**config.mk**
```make
export PLATFORM = sky130hd
export DESIGN_NAME = hazard_ctrl
export DESIGN_NICKNAME = d
export VERILOG_FILES = /design/src/rtl/rv_pkg.sv /design/src/rtl/md_seq.sv /design/src/rtl/hazard_ctrl.sv
export SDC_FILE = /design/constraint.sdc
export NUM_CORES = 1
export LEC_CHECK = 0
export CAP_MARGIN = 20
export CORE_MARGIN = 3
export CORE_UTILIZATION = 50
export CTS_CLUSTER_SIZE = 25
export DETAILED_ROUTE_END_ITERATION = 8
export DONT_BUFFER_PORTS = 1
export REMOVE_ABC_BUFFERS = 1
export SLEW_MARGIN = 20
export SYNTH_ARGS = -nofsm -noshare
export SYNTH_HDL_FRONTEND = slang
export SYNTH_SLANG_ARGS = --single-unit
```
**constraint.sdc**
```tcl
create_clock -name clk -period 2.45 [get_ports clk]
set_clock_uncertainty 0.1 [all_clocks]
set_input_delay 0.3675 -clock clk [delete_from_list [all_inputs] [get_ports clk]]
set_output_delay 0.3675 -clock clk [all_outputs]
set_load 0.01 [all_outputs]
```
**src/rtl/rv_pkg.sv**
```systemverilog
// Shared definitions for the RV32 pipeline control blocks.
//   FWD_RF/FWD_W/FWD_M : execute-stage operand forward selects
//   WB_MEM             : writeback select encoding for load data
//   mdState_e          : multi-cycle sequencer states
//   fwdSel()           : forward-select priority function (M over W)
package rv_pkg;

   localparam logic [1:0] FWD_RF = 2'b00;
   localparam logic [1:0] FWD_W  = 2'b01;
   localparam logic [1:0] FWD_M  = 2'b10;

   localparam logic [1:0] WB_MEM = 2'b01;

   typedef enum logic {IDLE, BUSY} mdState_e;

   // x0 is never forwarded; the newer value in M beats the older one in W.
   function automatic logic [1:0] fwdSel(input logic       wrM,
                                         input logic [4:0] rdM,
                                         input logic       wrW,
                                         input logic [4:0] rdW,
                                         input logic [4:0] rs);
      logic [1:0] sel;
      sel = FWD_RF;
      if (wrM && (rdM != 5'd0) && (rdM == rs)) begin
         sel = FWD_M;
      end else if (wrW && (rdW != 5'd0) && (rdW == rs)) begin
         sel = FWD_W;
      end
      return sel;
   endfunction

endpackage

```
**src/rtl/md_seq.sv**
```systemverilog
// Multi-cycle execute sequencer. Holds a multi-cycle op in execute for MD_LAT
// cycles: MD_LAT-1 stalled cycles followed by one md_done cycle.
// Ports:
//   clk       in   clock, rising edge
//   rst       in   synchronous active-high reset
//   md_reqE   in   instruction in execute is a multi-cycle op
//   md_stall  out  hold front of pipe and bubble EX-MEM this cycle
//   md_done   out  final execute cycle of the multi-cycle op
module md_seq
   import rv_pkg::*;
#(
   parameter int unsigned MD_LAT = 4
) (
   input  logic clk,
   input  logic rst,
   input  logic md_reqE,
   output logic md_stall,
   output logic md_done
);

   // The IDLE cycle that accepts the request is the first stalled cycle.
   localparam logic [3:0] CNT_LOAD = 4'(MD_LAT - 2);

   mdState_e   stateQ, stateD;
   logic [3:0] cntQ, cntD;

   always_ff @(posedge clk) begin
      if (rst) begin
         stateQ <= IDLE;
         cntQ   <= 4'd0;
      end else begin
         stateQ <= stateD;
         cntQ   <= cntD;
      end
   end

   always_comb begin
      stateD   = stateQ;
      cntD     = cntQ;
      md_stall = 1'b0;
      md_done  = 1'b0;
      if (!rst) begin
         unique case (stateQ)
            IDLE: begin
               if (md_reqE) begin
                  md_stall = 1'b1;
                  cntD     = CNT_LOAD;
                  stateD   = BUSY;
               end
            end
            BUSY: begin
               if (cntQ != 4'd0) begin
                  md_stall = 1'b1;
                  cntD     = cntQ - 4'd1;
               end else begin
                  // Return to IDLE so a request still high now is not retaken.
                  md_done = 1'b1;
                  stateD  = IDLE;
               end
            end
         endcase
      end
   end

endmodule

```
**src/rtl/hazard_ctrl.sv**
```systemverilog
// Pipeline hazard and sequencing controller for the 5-stage RV32 core.
// Build option: HAZARD_FWD_EN enables E-stage operand forwarding; without it
// every RAW hazard against E or M stalls decode instead.
// Ports:
//   clk, rst                        clock; synchronous active-high reset
//   rs1D, rs2D                      decode source registers
//   rs1E, rs2E                      execute source registers
//   rdE, rdM, rdW                   destination registers in E/M/W
//   regwriteE, regwriteM, regwriteW register write enables in E/M/W
//   wbselE                          writeback select in execute
//   pcselE                          taken branch/jump resolved in execute
//   md_reqE                         execute holds a multi-cycle op
//   forwardAE, forwardBE            operand forward selects (00 RF, 01 W, 10 M)
//   stallF, stallD, stallE          hold PC / IF-ID / ID-EX
//   flushD, flushE, flushM          bubble into IF-ID / ID-EX / EX-MEM
//   md_done                         last execute cycle of a multi-cycle op
//   stall_cycles                    saturating count of stallF cycles
module hazard_ctrl
   import rv_pkg::*;
#(
   parameter int unsigned MD_LAT = 4
) (
   input  logic        clk,
   input  logic        rst,
   input  logic [4:0]  rs1D,
   input  logic [4:0]  rs2D,
   input  logic [4:0]  rs1E,
   input  logic [4:0]  rs2E,
   input  logic [4:0]  rdE,
   input  logic [4:0]  rdM,
   input  logic [4:0]  rdW,
   input  logic        regwriteE,
   input  logic        regwriteM,
   input  logic        regwriteW,
   input  logic [1:0]  wbselE,
   input  logic        pcselE,
   input  logic        md_reqE,
   output logic [1:0]  forwardAE,
   output logic [1:0]  forwardBE,
   output logic        stallF,
   output logic        stallD,
   output logic        stallE,
   output logic        flushD,
   output logic        flushE,
   output logic        flushM,
   output logic        md_done,
   output logic [31:0] stall_cycles
);

   logic        mdStall;
   logic        hazD;
   logic        matchE;
   logic        matchM;
   logic [31:0] stallCntQ;

   md_seq #(
      .MD_LAT (MD_LAT)
   ) u_md_seq (
      .clk      (clk),
      .rst      (rst),
      .md_reqE  (md_reqE),
      .md_stall (mdStall),
      .md_done  (md_done)
   );

   assign matchE = regwriteE && (rdE != 5'd0) && ((rdE == rs1D) || (rdE == rs2D));
   assign matchM = regwriteM && (rdM != 5'd0) && ((rdM == rs1D) || (rdM == rs2D));

`ifdef HAZARD_FWD_EN
   // Only a load in E cannot be forwarded in time; everything else bypasses.
   assign hazD = matchE && (wbselE == WB_MEM);

   logic unusedMatchM;
   assign unusedMatchM = matchM;

   always_comb begin
      forwardAE = FWD_RF;
      forwardBE = FWD_RF;
      if (!rst) begin
         forwardAE = fwdSel(regwriteM, rdM, regwriteW, rdW, rs1E);
         forwardBE = fwdSel(regwriteM, rdM, regwriteW, rdW, rs2E);
      end
   end
`else
   // No bypass network: any producer still in E or M must reach writeback
   // first. W needs nothing since the register file writes early.
   assign hazD = matchE || matchM;

   assign forwardAE = FWD_RF;
   assign forwardBE = FWD_RF;

   logic unusedFwdIn;
   assign unusedFwdIn = ^{rs1E, rs2E, rdW, regwriteW, wbselE};
`endif

   // Priority: multi-cycle hold, then redirect, then decode hazard.
   always_comb begin
      stallF = 1'b0;
      stallD = 1'b0;
      stallE = 1'b0;
      flushD = 1'b0;
      flushE = 1'b0;
      flushM = 1'b0;
      if (!rst) begin
         if (mdStall) begin
            // Never flush E here: that would kill the op being held.
            stallF = 1'b1;
            stallD = 1'b1;
            stallE = 1'b1;
            flushM = 1'b1;
         end else if (pcselE) begin
            flushD = 1'b1;
            flushE = 1'b1;
         end else if (hazD) begin
            stallF = 1'b1;
            stallD = 1'b1;
            flushE = 1'b1;
         end
      end
   end

   always_ff @(posedge clk) begin
      if (rst) begin
         stallCntQ <= 32'd0;
      end else if (stallF && (stallCntQ != 32'hFFFF_FFFF)) begin
         stallCntQ <= stallCntQ + 32'd1;
      end
   end

   assign stall_cycles = rst ? 32'd0 : stallCntQ;

endmodule

```
# Word-level counts from Yosys, hierarchy flattened
# Cells that the tools add are included.
# word_totals
out_inout_bits	43
reg_bits	37
elab_cells	48
in_bits	44
# classes
n_reduce_logical	12
n_eq_ne	7
mux	23
n_addsub	2
bitwise_logic	1
# ops
op	n
$add A32 B1 Y32 const B	1
$mux W32	1
$ne A32 B32 Y1 const B	1
$eq A5 B5 Y1	4
$mux W1	18
$reduce_bool A5 Y1	2
$mux W4	2
$pmux W4 S2	1
$logic_and A1 B1 Y1	5
$ne A2 B2 Y1 const B	2
$reduce_bool A4 Y1	1
$sub A4 B1 Y4 const B	1
$logic_or A1 B1 Y1	3
$pmux W1 S2	1
$reduce_and A2 Y1	1
$not A1 Y1	1

# Longest topological paths before layout
# depth
word_depth	9
ltp_mapped	9
ltp_nobuf	8

# Modules after synthesis
# Synthesis repeated with hierarchy kept, for this count alone.
# hier_totals
hier_cells	311
hier_area_um2	2492.4
# modules_own_cells
mod	area_per_inst_um2	n_inst	seq_area_each_um2	cells_each
hazard_ctrl	2224.6	1	640.6	282
md_seq	267.8	1	100.1	29

# Least setup slack after synthesis
# Ideal clock, no wire load.
# synth_path
kind	input to output
startpoint	input port rdM[1]
endpoint	output port stallF
stages	8
path_slack_ns	0.111
arrival_ns	1.871
cell_sequence	or4_1 > o21ai_1 > or3_1 > o22ai_2 > nor2_4 > clkbuf_1 > inv_1 > buf_4
# synth_via
elab_chain_len	8
word_cells_on_any_way	11
classes_between	eq/ne (2); mux (4); reduce/logical (5)
# synth_lines
element	line	source
start: declaration	hazard_ctrl.sv:30	input logic [4:0] rdM,
$eq A5 B5 Y1 or $reduce_bool A5 Y1 (tied branches)	hazard_ctrl.sv:67	assign matchM = regwriteM && (rdM != 5'd0) && ((rdM == rs1D) || (rdM == rs2D));
$logic_or A1 B1 Y1 or $logic_and A1 B1 Y1 (tied branches)	hazard_ctrl.sv:67	
$logic_and A1 B1 Y1 (*)	hazard_ctrl.sv:67	
$logic_or A1 B1 Y1 (*)	hazard_ctrl.sv:87	assign hazD = matchE || matchM;
$mux W1 (*) (4 in series)	n/a	
end: declaration	hazard_ctrl.sv:40	output logic stallF,
# Mark *: on every way between the ends. The rest lies on a longest branch, timed or not.

# Worst setup path in the final report
# layout_path
startpoint	register u_md_seq.cntQ[0]
endpoint	register stallCntQ[22]
# layout_via
elab_chain_len	7
# layout_lines
element	line	source
start: declaration	md_seq.sv:25	logic [3:0] cntQ, cntD;
start signal: assignment	md_seq.sv:33	cntQ <= cntD;
$reduce_bool A4 Y1	md_seq.sv:52	if (cntQ != 4'd0) begin
$mux W1	md_seq.sv:52	
$pmux W1 S2	md_seq.sv:43	unique case (stateQ)
$mux W1	md_seq.sv:42	if (!rst) begin
$mux W1	hazard_ctrl.sv:105	if (mdStall) begin
$mux W1	hazard_ctrl.sv:104	if (!rst) begin
$logic_and A1 B1 Y1	hazard_ctrl.sv:125	end else if (stallF && (stallCntQ != 32'hFFFF_FFFF)) begin
end signal: assignment	hazard_ctrl.sv:126	stallCntQ <= stallCntQ + 32'd1;
end: declaration	hazard_ctrl.sv:54	logic [31:0] stallCntQ;
# No other way between the ends.
# A chain may end at the register's enable or synchronous reset.

==> flow_summary.toml <==
[run_status]
status = "finished, final reports clean"

[floorplanning]
row_count = 24
initial_utilization = 0.538
core_area_mm2 = 0.00453
die_h_um = 75.9
die_w_um = 75.9
io_pins = 87
dieArea_mm2 = 0.00575

[final_layout]
syn2layout_area_growth_pct = 8.72
fin_nets = 354
drive_above_1_share = 0.149
register_area_um2 = 741
n_antenna_cell = 0
multi_input_area_mm2 = 0.00161
final_cell_area_mm2 = 0.00265
fill_cells = 422

[routing]
wl_met2_um = 2490
via_per_inst = 5.59
top_layer_used = "met4"
first_iter_violations = 112
wl_met1_um = 2490
ant_nets = 0
vias = 2085
wl_met3_um = 342
wl_um = 5390
firstDrtPassIters = 4
drc = 0
wl_per_cell_um = 14.4

[power]
peakVddDrop_mv = 0.303
powerDensity_mw_per_mm2 = 513
power_mw = 1.36
p_leak_nw = 0.978

[global_routing]
antenna_found_initial = 0
grt_max_degree = 70
grt_pass1_wl_um = 8160
grt.total_usage = 0.185
grt_pass1_vias = 1798
overflow = 0

[setup_path]
rrSetupSlack_ns = 0.14
crit_fanout = 5
critical_path.slowest_cell = "nor4b_1"
endpoint_kind = "flop"
worstPathArrival_ns = 2.40
crit_chain = "inv_1 -> ha_1 -> nand3_1 -> o21ai_1 -> o22ai_2 -> buf_4 -> nor2_2 -> nor4b_1 -> mux2_2"
r2r_cells = 9
slowest_delay_ns = 0.39
critPathLaunchType = "flop"
required_ns = 2.54
worstSetupPathType = "flop to flop"

[synthesis]
ys.flop_type = "dfxtp_1"
synth-edff-count = 0
synth_seq_cells = 37
avgSynthCellArea_um2 = 8.08
ys_async_sr_fraction = 0
synthCells = 302
yosysWarnings = 0
yosysUniqueCellTypes = 43
syn_area_mm2 = 0.00244
seq_area_frac_synth = 0.304

[timing]
slew_headroom = 0.608
tightest_slew_ns = 0.583
drv_slew = 0
fmax_mhz = 433
hold_violations = 0
finalSetupViolations = 0
period_needed_ns = 2.31
fin_setup_tns_ns = 0
period_share = 0.943

[worst_hold_path]
hold_class = "primary input to flop"
holdPathStages = 1

[cts]
cts_buffers = 5
cts_root_buf = "clkbuf_8"
cts_max_level = 2
hold_buffers = 0
clock_latency_ns = 0.29
cts_sinks = 37
clk_path_buf_depth = 2
path_clk_slew_ns = 0.08
cts_tree = "yes"

[place]
placed_area_mm2 = 0.00249
port-buffer-count = 0
place.detailed.hpwl_um = 3840
globalplace.congestion = 0.842

[job]
cap_violations = 0
## Yosys cell counts (2+ instances only)
cell,number,share of area
dfxtp_1,37,0.30
nor4_1,4,0.010
clkbuf_1,8,0.012
nor2b_1,26,0.067
nand2_1,16,0.025
inv_1,9,0.014
a21oi_1,10,0.021
nand3_1,15,0.031
o31ai_1,4,0.012
nor4b_1,2,0.0072
nor3b_1,5,0.015
ha_1,3,0.015
a21o_1,2,0.0062
or4_1,6,0.018
xor2_1,20,0.072
nor3_2,3,0.012
o21ai_1,2,0.0041
nor3_1,11,0.023
and3_1,8,0.021
buf_4,7,0.022
nand4_1,10,0.026
o21ai_0,8,0.016
mux2_1,6,0.028
o21a_1,2,0.0062
and4_1,2,0.0072
nor2_1,40,0.062
or3_1,6,0.015
mux2_2,15,0.069
## registers in the layout, summed over array words and instances, names as in the netlist
signal / cells
u_md_seq.cntQ: 4
u_md_seq.stateQ: 1
stallCntQ: 32
## final timing paths
path	start	endpoint
worst min register to register	stallCntQ[6]	stallCntQ[6]
worst max-delay path	u_md_seq.cntQ[0]	stallCntQ[22]
worst max register to register	u_md_seq.cntQ[0]	stallCntQ[22]
worst min-delay path	rst	u_md_seq.cntQ[2]
## worst max-delay path: cells and delay by family (launching register included)
family	cells	cell delay, ns
AND/OR/NAND/NOR	3	0.60
flip-flops	1	0.37
multiplexers	1	0.37
AO/OA/AOI/OAI	2	0.29
buffers and inverters	2	0.26
adder cells (fa/ha/maj)	1	0.21
## per-layer routing
metal,track usage,up-vias
li1,-,1078
met3,0.0580,7
met5,0,-
met2,0.288,50
met4,0.0641,0
met1,0.242,950
## cell usage in the layout, fill, tap and decap left out, types with 8 or more instances in the layout
| cell | count |
|---|---|
| nor2b_1 | 26 |
| mux2_2 | 15 |
| buf_4 | 10 |
| dfxtp_1 | 37 |
| nor2_1 | 40 |
| nand4_1 | 10 |
| and3_1 | 8 |
| inv_1 | 8 |
| a21oi_1 | 10 |
| xor2_1 | 20 |
| nand3_1 | 15 |
| nor3_1 | 11 |
| nand2_1 | 16 |
## what timing repair did
| action | CTS | global route |
|---|---|---|
| buffers inserted | 0 | 2 |
| pin swaps | 1 | 3 |
| resized for setup | 0 | 4 |
| endpoints found under the setup margin | 2 | 24 |
| gates cloned | 1 | 1 |
## power breakdown
| group | switching [mW] | internal (mW) |
|---|---|---|
| Clock | 0.221 | 0.332 |
| Sequential | 0.0146 | 0.616 |
| Combinational | 0.103 | 0.0748 |
| Total | 0.338 | 1.02 |
## stage by stage
step / worst slack (ns) / util / std cells / hold WS, ns
2_1_floorplan: 0.267 / - / 288 / 0.337
3_3_place_gp: 0.0322 / 0.550 / 361 / 0.346
3_5_place_dp: 0.00847 / 0.550 / 361 / 0.349
4_1_cts: 0.0322 / 0.577 / 370 / 0.0330
5_1_grt: -0.00547 / 0.585 / 373 / 0.0199
6_report: 0.139 / 0.585 / 373 / 0.0420
## cell type report
| class | count | area share |
|---|---|---|
| clock buffer | 7 | 0.0325 |
| multi-input combinational | 244 | 0.605 |
| sequential | 37 | 0.279 |
| timing repair buffer | 10 | 0.0283 |
| clock inverter | 1 | 0.0113 |
| inverter | 9 | 0.0127 |
| tap | 65 | 0.0307 |
## cells by family after synthesis
logic type	after synthesis	share of synthesized area
other	1	0.00154
adders and majority gates	3	0.0154
buffers and inverters	26	0.0538
xor gates and xnor gates	20	0.0718
muxes	22	0.101
AOI/OAI and AO/OA	35	0.0928
DFF	37	0.304
and+or+nand+nor	158	0.360
(Power assumes the default switching activity.)
